**config.mk**
```make
export PLATFORM = sky130hd
export DESIGN_NAME = hazard_scoreboard
export DESIGN_NICKNAME = d
export VERILOG_FILES = /design/src/rtl/hazard_scoreboard_pkg.sv /design/src/rtl/sb_src_match.sv /design/src/rtl/hazard_scoreboard.sv
export SDC_FILE = /design/constraint.sdc
export NUM_CORES = 1
export LEC_CHECK = 0
export CAP_MARGIN = 20
export CORE_ASPECT_RATIO = 1.1
export CORE_MARGIN = 8
export CORE_UTILIZATION = 35
export DETAILED_ROUTE_END_ITERATION = 10
export PLACE_DENSITY = 0.56
export SKIP_LAST_GASP = 1
export SLEW_MARGIN = 25
export SYNTH_ARGS = -nofsm -noshare
export SYNTH_HDL_FRONTEND = slang
export SYNTH_HIERARCHICAL = 1
export SYNTH_SLANG_ARGS = --single-unit
```
**constraint.sdc**
```tcl
create_clock -name clk -period 4.3 [get_ports clk]
set_input_delay 0.86 -clock clk [delete_from_list [all_inputs] [get_ports clk]]
set_output_delay 0.86 -clock clk [all_outputs]
set_load 0.02 [all_outputs]
```
**src/rtl/hazard_scoreboard_pkg.sv**
```systemverilog
// hazard_scoreboard_pkg: forwarding select codes and scoreboard entry type.
// Entry rd field is sized for the widest supported register file (REG_W <= 8).
package hazard_scoreboard_pkg;
    localparam logic [1:0] FWD_RF  = 2'd0;
    localparam logic [1:0] FWD_EX  = 2'd1;
    localparam logic [1:0] FWD_MEM = 2'd2;
    localparam logic [1:0] FWD_WB  = 2'd3;
    localparam int RD_W = 8;
    typedef struct packed {
        logic            v;
        logic [RD_W-1:0] rd;
        logic            wr;
        logic            ld;
    } sb_entry_t;
endpackage

```
**src/rtl/sb_src_match.sv**
```systemverilog
// sb_src_match: youngest in-flight writer of one source operand.
module sb_src_match
    import hazard_scoreboard_pkg::*;
#(
    parameter int REG_W = 3,
    parameter int DEPTH = 4
) (
    input  logic [REG_W-1:0]               addr_i,
    input  logic                           used_i,
    input  sb_entry_t [DEPTH-1:0]          entries_i,
    output logic [$clog2(DEPTH)-1:0]       idx_o,
    output logic                           found_o,
    output logic                           ld_o
);
    localparam int IW = $clog2(DEPTH);
    // Scan oldest to youngest so the youngest match overwrites the rest.
    always_comb begin
        idx_o   = '0;
        found_o = 1'b0;
        ld_o    = 1'b0;
        for (int i = DEPTH - 1; i >= 0; i--) begin
            if (used_i && entries_i[i].v && entries_i[i].wr && entries_i[i].rd == RD_W'(addr_i)) begin
                idx_o   = IW'(i);
                found_o = 1'b1;
                ld_o    = entries_i[i].ld;
            end
        end
    end
endmodule

```
**src/rtl/hazard_scoreboard.sv**
```systemverilog
// hazard_scoreboard: decode-side destination scoreboard producing stall, bubble,
// flush and forwarding controls, with saturating stall/flush event counters.
module hazard_scoreboard
    import hazard_scoreboard_pkg::*;
#(
    parameter int REG_W     = 3,
    parameter int DEPTH     = 4,
    parameter int FLUSH_CYC = 1,
    parameter int FWD_EN    = 1,
    parameter int CNT_W     = 16
) (
    input  logic             clk,
    input  logic             rst,
    input  logic             issue_valid,
    input  logic [REG_W-1:0] rs_addr,
    input  logic             rs_used,
    input  logic [REG_W-1:0] rt_addr,
    input  logic             rt_used,
    input  logic [REG_W-1:0] rd_addr,
    input  logic             rd_write,
    input  logic             is_load,
    input  logic             ctrl_xfer,
    output logic             stall,
    output logic             insert_nop,
    output logic [1:0]       fwd_rs_sel,
    output logic [1:0]       fwd_rt_sel,
    output logic [CNT_W-1:0] stall_cnt,
    output logic [CNT_W-1:0] flush_cnt
);
    localparam int IW = $clog2(DEPTH);
    sb_entry_t [DEPTH-1:0] sb_q, sb_d;
    logic [2:0]       flush_q, flush_d;
    logic [CNT_W-1:0] stall_cnt_q, stall_cnt_d, flush_cnt_q, flush_cnt_d;
    logic [IW-1:0]    rs_idx, rt_idx;
    logic             rs_hit, rt_hit, rs_ld, rt_ld, rs_haz, rt_haz, flushing, accept;

    sb_src_match #(.REG_W(REG_W), .DEPTH(DEPTH)) u_rs (
        .addr_i(rs_addr), .used_i(rs_used), .entries_i(sb_q),
        .idx_o(rs_idx), .found_o(rs_hit), .ld_o(rs_ld)
    );
    sb_src_match #(.REG_W(REG_W), .DEPTH(DEPTH)) u_rt (
        .addr_i(rt_addr), .used_i(rt_used), .entries_i(sb_q),
        .idx_o(rt_idx), .found_o(rt_hit), .ld_o(rt_ld)
    );

    // With forwarding only a load still in EX blocks; without it any writer not yet past WB does.
    always_comb begin
        flushing    = flush_q != 3'd0;
        rs_haz      = FWD_EN != 0 ? rs_hit && rs_idx == '0 && rs_ld : rs_hit && rs_idx <= IW'(DEPTH - 2);
        rt_haz      = FWD_EN != 0 ? rt_hit && rt_idx == '0 && rt_ld : rt_hit && rt_idx <= IW'(DEPTH - 2);
        fwd_rs_sel  = (FWD_EN != 0 && rs_hit && rs_idx <= IW'(2) && !(rs_idx == '0 && rs_ld)) ? 2'(rs_idx) + FWD_EX : FWD_RF;
        fwd_rt_sel  = (FWD_EN != 0 && rt_hit && rt_idx <= IW'(2) && !(rt_idx == '0 && rt_ld)) ? 2'(rt_idx) + FWD_EX : FWD_RF;
        stall       = (rs_haz || rt_haz) && issue_valid && !flushing;
        insert_nop  = stall || flushing;
        accept      = issue_valid && !stall && !flushing;
        sb_d        = {sb_q[DEPTH-2:0], accept ? sb_entry_t'{v: 1'b1, rd: RD_W'(rd_addr), wr: rd_write, ld: is_load} : sb_entry_t'('0)};
        flush_d     = (accept && ctrl_xfer) ? 3'(FLUSH_CYC) : flush_q - 3'(flushing);
        stall_cnt_d = stall_cnt_q + CNT_W'(stall && !(&stall_cnt_q));
        flush_cnt_d = flush_cnt_q + CNT_W'(flushing && !(&flush_cnt_q));
    end

    always_ff @(posedge clk) begin
        if (rst) begin
            sb_q        <= '0;
            flush_q     <= 3'd0;
            stall_cnt_q <= '0;
            flush_cnt_q <= '0;
        end else begin
            sb_q        <= sb_d;
            flush_q     <= flush_d;
            stall_cnt_q <= stall_cnt_d;
            flush_cnt_q <= flush_cnt_d;
        end
    end

    assign stall_cnt = stall_cnt_q;
    assign flush_cnt = flush_cnt_q;
endmodule

```
---- Word-level counts from Yosys, hierarchy flattened ----
Cells that the tools add are included.
word-level totals
  flip-flop bits (word level) ............. 79
  input port bits ......................... 17
  output and inout port bits .............. 38
  word-level logic and storage cells ...... 121
cells by class
  add/sub/neg operators ................... 5
  $lt $le $gt $ge ......................... 2
  eq/ne operators ......................... 8
  mux-type cells .......................... 28
  bitwise operators ....................... 1
  reductions and logical operators ........ 56
operators by type and width
  kind                                                    number
  == test 8 x 3 -> 1 bit                                  8
  logical AND 1 bit                                       41
  adder 16 x 1 -> 16 bit                                  2
  AND reduction 16 bit                                    2
  two-way mux 2 bit                                       10
  two-way mux 1 bit                                       17
  two-way mux 11 bit                                      1
  zero test 1 bit                                         6
  adder 2 x 1 -> 2 bit (second input constant)            2
  less-or-equal comparator 2 bit (second input constant)  2
  zero test 2 bit                                         2
  OR reduction 2 bit                                      2
  nonzero test 3 bit                                      1
  subtractor 3 x 1 -> 3 bit                               1
  logical OR 1 bit                                        2
  NOT 1 bit                                               1

---- Logic depth before layout (Yosys ltp) ----
  depth after elaboration ................. 18
  depth in mapped cells ................... 17
  gate-level depth less buffers ........... 17

---- Cells and area by module ----
Netlist, hierarchy kept.
modules (own cells, without submodules)
  module             times used  cells an instance  area each (sq um)  sequential area each (sq um)
  hazard_scoreboard  1           246                2,368.5            1,181.1
  sb_src_match       2           41                 310.3              0.0

---- Least setup slack after synthesis ----
OpenSTA, ideal clock, no wires.
  kind .................................... input -> register
  from .................................... input port rt_addr[1]
  to ...................................... register stall_cnt_q[12], in the netlist stall_cnt[12]
  library setup time ...................... 115 ps
  arrival ................................. 3,570 ps
  required time ........................... 4,185 ps
  path slack .............................. 615 ps
  stages .................................. 16
  path buffers ............................ 0
  cell sequence ........................... xor2_1 nor4_4 nor2b_2 nor2b_1 inv_1 ha_1 and2_1 a32o_1 nor2b_1 and2_1 ha_1 ha_1 nand2_1 nor4_1 xnor2_1 nor2_1
between the ends
  word-level cells in the longest chain between the ends .. 14
  elaborated cells on any way between the ends .. 28
  those cells by class .................... add/sub: 1; eq/ne: 4; mux: 12; reduce/logical: 11
ends and longest elaborated chain
  what                                 RTL line                 RTL
  start, declared                      hazard_scoreboard.sv:17  input logic [REG_W-1:0] rt_addr,
  == test 8 x 3 -> 1 bit               sb_src_match.sv:22       if (used_i && entries_i[i].v && entries_i[i].wr && entries_i[i].rd == RD_W'(addr_i)) begin
  logical AND 1 bit                    sb_src_match.sv:22
  two-way mux 2 bit (3 in series)      sb_src_match.sv:22
  two-way mux 2 bit (*)                sb_src_match.sv:22
  named net rt_idx[1]                  hazard_scoreboard.sv:34  logic [IW-1:0] rs_idx, rt_idx;
  zero test 2 bit (*)                  hazard_scoreboard.sv:50  rt_haz = FWD_EN != 0 ? rt_hit && rt_idx == '0 && rt_ld : rt_hit && rt_idx <= IW'(DEPTH - 2);
  logical AND 1 bit (*) (2 in series)  hazard_scoreboard.sv:50
  logical OR 1 bit (*)                 hazard_scoreboard.sv:53  stall = (rs_haz || rt_haz) && issue_valid && !flushing;
  logical AND 1 bit (*) (2 in series)  hazard_scoreboard.sv:53
  named net stall                      hazard_scoreboard.sv:23  output logic stall,
  logical AND 1 bit (*)                hazard_scoreboard.sv:58  stall_cnt_d = stall_cnt_q + CNT_W'(stall && !(&stall_cnt_q));
  adder 16 x 1 -> 16 bit (*)           hazard_scoreboard.sv:58
  end signal, assigned                 hazard_scoreboard.sv:71  stall_cnt_q <= stall_cnt_d;
  end, declared                        hazard_scoreboard.sv:33  logic [CNT_W-1:0] stall_cnt_q, stall_cnt_d, flush_cnt_q, flush_cnt_d;
Mark *: on every way through the listed nets, which the timed path passes. The rest lies on a longest branch.
A chain may end at the register's enable or synchronous reset.

---- Worst setup path after layout ----
  from .................................... input port rs_addr[1]
  to ...................................... output port fwd_rs_sel[0]
between the ends
  word-level cells in the longest chain between the ends .. 11
  elaborated cells on any way between the ends .. 28
  those cells by class .................... add/sub: 1; order compare: 1; eq/ne: 4; mux: 13; reduce/logical: 9
ends and longest elaborated chain
  what                                                                    RTL line                 RTL
  start, declared                                                         hazard_scoreboard.sv:15  input logic [REG_W-1:0] rs_addr,
  == test 8 x 3 -> 1 bit                                                  sb_src_match.sv:22
  logical AND 1 bit                                                       sb_src_match.sv:22
  two-way mux 2 bit (3 in series)                                         sb_src_match.sv:22
  two-way mux 2 bit (*)                                                   sb_src_match.sv:22
  named net rs_idx[1]                                                     hazard_scoreboard.sv:34
  branches (longest 3 deep; another with less-or-equal comparator 2 bit)  --
  logical AND 1 bit (*)                                                   hazard_scoreboard.sv:51  fwd_rs_sel = (FWD_EN != 0 && rs_hit && rs_idx <= IW'(2) && !(rs_idx == '0 && rs_ld)) ? 2'(rs_idx) + FWD_EX : F ...
  two-way mux 2 bit (*)                                                   hazard_scoreboard.sv:51
  end, declared                                                           hazard_scoreboard.sv:25  output logic [1:0] fwd_rs_sel,
Mark *: on every way through the listed nets, which the timed path passes.

==> impl_metrics.ini <==
[status]
status = completed

[detailed_routing]
drc = 0
wl_um = 6890
viasPerCell = 4.56
drt-pass1-iter-count = 4
drt_iter0_drc = 88
antenna_left = 0
vias = 2540
post_drt_wl_per_cell_um = 12.4

[synthesis]
avgSynthCellArea_um2 = 9.11
syn_area_um2 = 2990
ys_ff_latch = 59
yosysSeqAreaShare_pct = 39.5
syn_inst = 328
synth.distinct_cells = 41
ys_warn_count = 6

[placed_design]
dpl.cell_count = 541
port_buffers = 54
dpl_cell_area_um2 = 3890
place_congestion = 0.860
dp_hpwl_um = 5270

[global_route]
grt_max_degree = 55
grt_pass1_wl_um = 12000
grt_pass1_vias = 2507
grt_usage_pct = 12.4
overflow = 0
antenna_found_initial = 0

[finish]
multi_input_area_um2 = 1880
final_cell_mix = dfxtp_1 (59), clkdlybuf4s50_1 (41), conb_1 (40), nor2b_1 (28), nor2_1 (27)
final_core_utilization_pct = 49.6
fin_cells = 557
area_delta_synth_final_pct = 38.0
final_common_cell = dfxtp_1
num-fill-cells = 842
nets = 469
design_area_um2 = 4130
num_antenna_cells = 0
drive_gt1_share_pct = 11.4
regArea_um2 = 1180

[floorplan]
die-area_um2 = 11800
die_h_um = 113
core_area_um2 = 8320
num_io_pins = 55
row_count = 35
initial_core_util_pct = 35.9
die_width_um = 104

[power]
powerDensity_nw_per_um2 = 341
ir_drop_uv = 153
p_leak_nw = 1.71

[worst_setup_path]
critPathSlowestCell = clkdlybuf4s50_1
criticalPathCategory = input port to primary output
rr_startpoint = sb_d[24]$_SDFF_PP0_
cp_common_cell = nor2b_2
critical_path_buf_inv_count = 3
cp_top_family = simple AND/OR/NAND/NOR gates
cp_slowest_stage_delay_ns = 0.51
rrSetupSlack_ns = 1.04
required_ns = 3.44
worstPathArrival_ns = 3.22
cp_max_fo = 4
rr_worst_depth = 17
crit_path_cell_trace = clkdlybuf4s50_1 -> xor2_1 -> nor3_1 -> nand3_1 -> nor2b_2 -> nor2b_2 -> buf_4 -> ha_1 -> and4b_1 -> dlygate4sd2_1
critPathLaunchType = input port
cp-end-kind = primary output
rr_endpoint = stall_cnt[12]$_SDFF_PP0_

[min_path]
whs_path_depth = 1
hold_path_end = sb_q[34]$_SDFF_PP0_
hp-start = sb_d[34]$_SDFF_PP0_
hold_path.class = flop to flop

[sta]
worst_pin_slew_ns = 0.583
period_needed_ns = 4.08
max-slew-margin-rel_pct = 61.1
maxSlewViolCount = 0
rsz0062_at_grt = no
fmax_mhz = 245
finalSetupViolCount = 0
setup_tns_ns = 0
finalHoldViolCount = 0
hold_ws_ns = 0.470
fin_skew_ns = 0.00999
timing.final.crit_share_pct = 94.9

[clock_network]
cts_buffers = 9
clk_pin_slew_ns = 0.07
insertion_delay_ns = 0.33
htree_levels = 3
root_buffer = clkbuf_8
clock_sinks = 59
cts_tree = yes
cts_max_path_buffers = 2

[run]
cap_violations = 0
## through the flow
step | power, mW | setup WS (ns)
5_1_grt | 1.49 | 0.0310
2_1_floorplan | 0.771 | 0.615
3_3_place_gp | 0.858 | -0.285
6_report | 1.41 | 0.219
3_5_place_dp | 0.860 | -0.289
4_1_cts | 1.44 | 0.00880
## synth_stat cells (all sizes together)
master,number,area share [%]
conb,1,0.13
nor4b,1,0.29
clkbuf,6,1.1
xnor2,23,6.7
mux2i,2,0.67
inv,11,1.4
clkinv,1,0.13
nor3,17,2.8
or3,5,1.2
xor2,26,7.6
and4,1,0.29
and3b,1,0.29
or4,1,0.25
a21oi,7,1.2
and4b,6,2.0
nand2,19,2.4
o21ai,3,0.50
and3,2,0.42
and2b,2,0.59
nor3b,1,0.25
dfxtp,59,40
a32o,1,0.33
nor4bb,1,0.33
nor4,19,5.4
buf,1,0.38
ha,11,4.6
nand3,17,3.0
and2,7,1.5
nor2,27,3.4
nor2b,31,6.7
nand4,13,3.1
a211oi,2,0.84
a31oi,2,0.42
o31ai,1,0.25
## what timing repair did
action	4_1_cts	5_1_grt
pin swaps	0	1
setup buffers	0	0
gates resized for setup	7	14
hold buffers	0	0
endpoints found under the setup margin	6	4
## worst register-to-register path, delay by kind of cell, from the launching register on
| kind | cells | cell delay (ns) |
|---|---|---|
| buf+inv | 1 | 0.06 |
| simple gates | 10 | 1.66 |
| fa+ha+maj | 3 | 0.60 |
| xor+xnor | 2 | 0.33 |
| flops | 1 | 0.34 |
| compound gates | 1 | 0.15 |
## where the power goes
| group | internal (mW) | switching (mW) | total, mW |
|---|---|---|---|
| logic | 0.107 | 0.118 | 0.224 |
| registers | 0.584 | 0.0285 | 0.612 |
| clock network | 0.357 | 0.213 | 0.571 |
| total | 1.05 | 0.359 | 1.41 |
## sequential cells by signal, summed over array words and instances (netlist names)
register	count
sb_q	6
sb_d	18
stall_cnt	16
flush_cnt	16
flush_q	3
## worst max path at each step
stage | from | end | slack (ns) | depth (start not counted)
finish | rs_addr[1] | fwd_rs_sel[0] | 0.22 | 10
global placement | rt_addr[0] | stall | -0.28 | 12
detailed placement | rt_addr[2] | stall | -0.29 | 10
CTS | rt_addr[0] | stall | 0.009 | 12
global route | rs_addr[1] | fwd_rs_sel[1] | 0.03 | 10
floorplan | rt_addr[1] | stall_cnt[12]$_SDFF_PP0_ | 0.62 | 16
## layout make-up
cell class,count,share of cell area (%)
multi-input combinational,289,45.5
sequential,59,28.6
timing repair buffer,70,15.9
clock buffer,12,3.76
tap,111,3.37
clock inverter,4,1.76
inverter,12,1.09
## kinds of logic (layout without fill, tap and decap cells)
logic type	after synthesis	after routing	share of synthesized area (%)
AOI/OAI and AO/OA	16	16	3.52
xor gates and xnor gates	49	49	14.4
adders and majority gates	11	11	4.60
buffers and inverters	19	98	2.97
DFF	59	59	39.5
muxes	2	2	0.670
other	1	40	0.125
and+or+nand+nor	171	171	34.2
## metal layers
metal | global-route usage, % | up-vias | routed length, µm
met3 | 3.07 | 10 | 291
met5 | 0 | - | 0
met1 | 15.0 | 1162 | 3230
met4 | 6.38 | 0 | 136
met2 | 20.1 | 45 | 3240
li1 | - | 1323 | -
No activity file was read; power rests on OpenSTA's default activity.
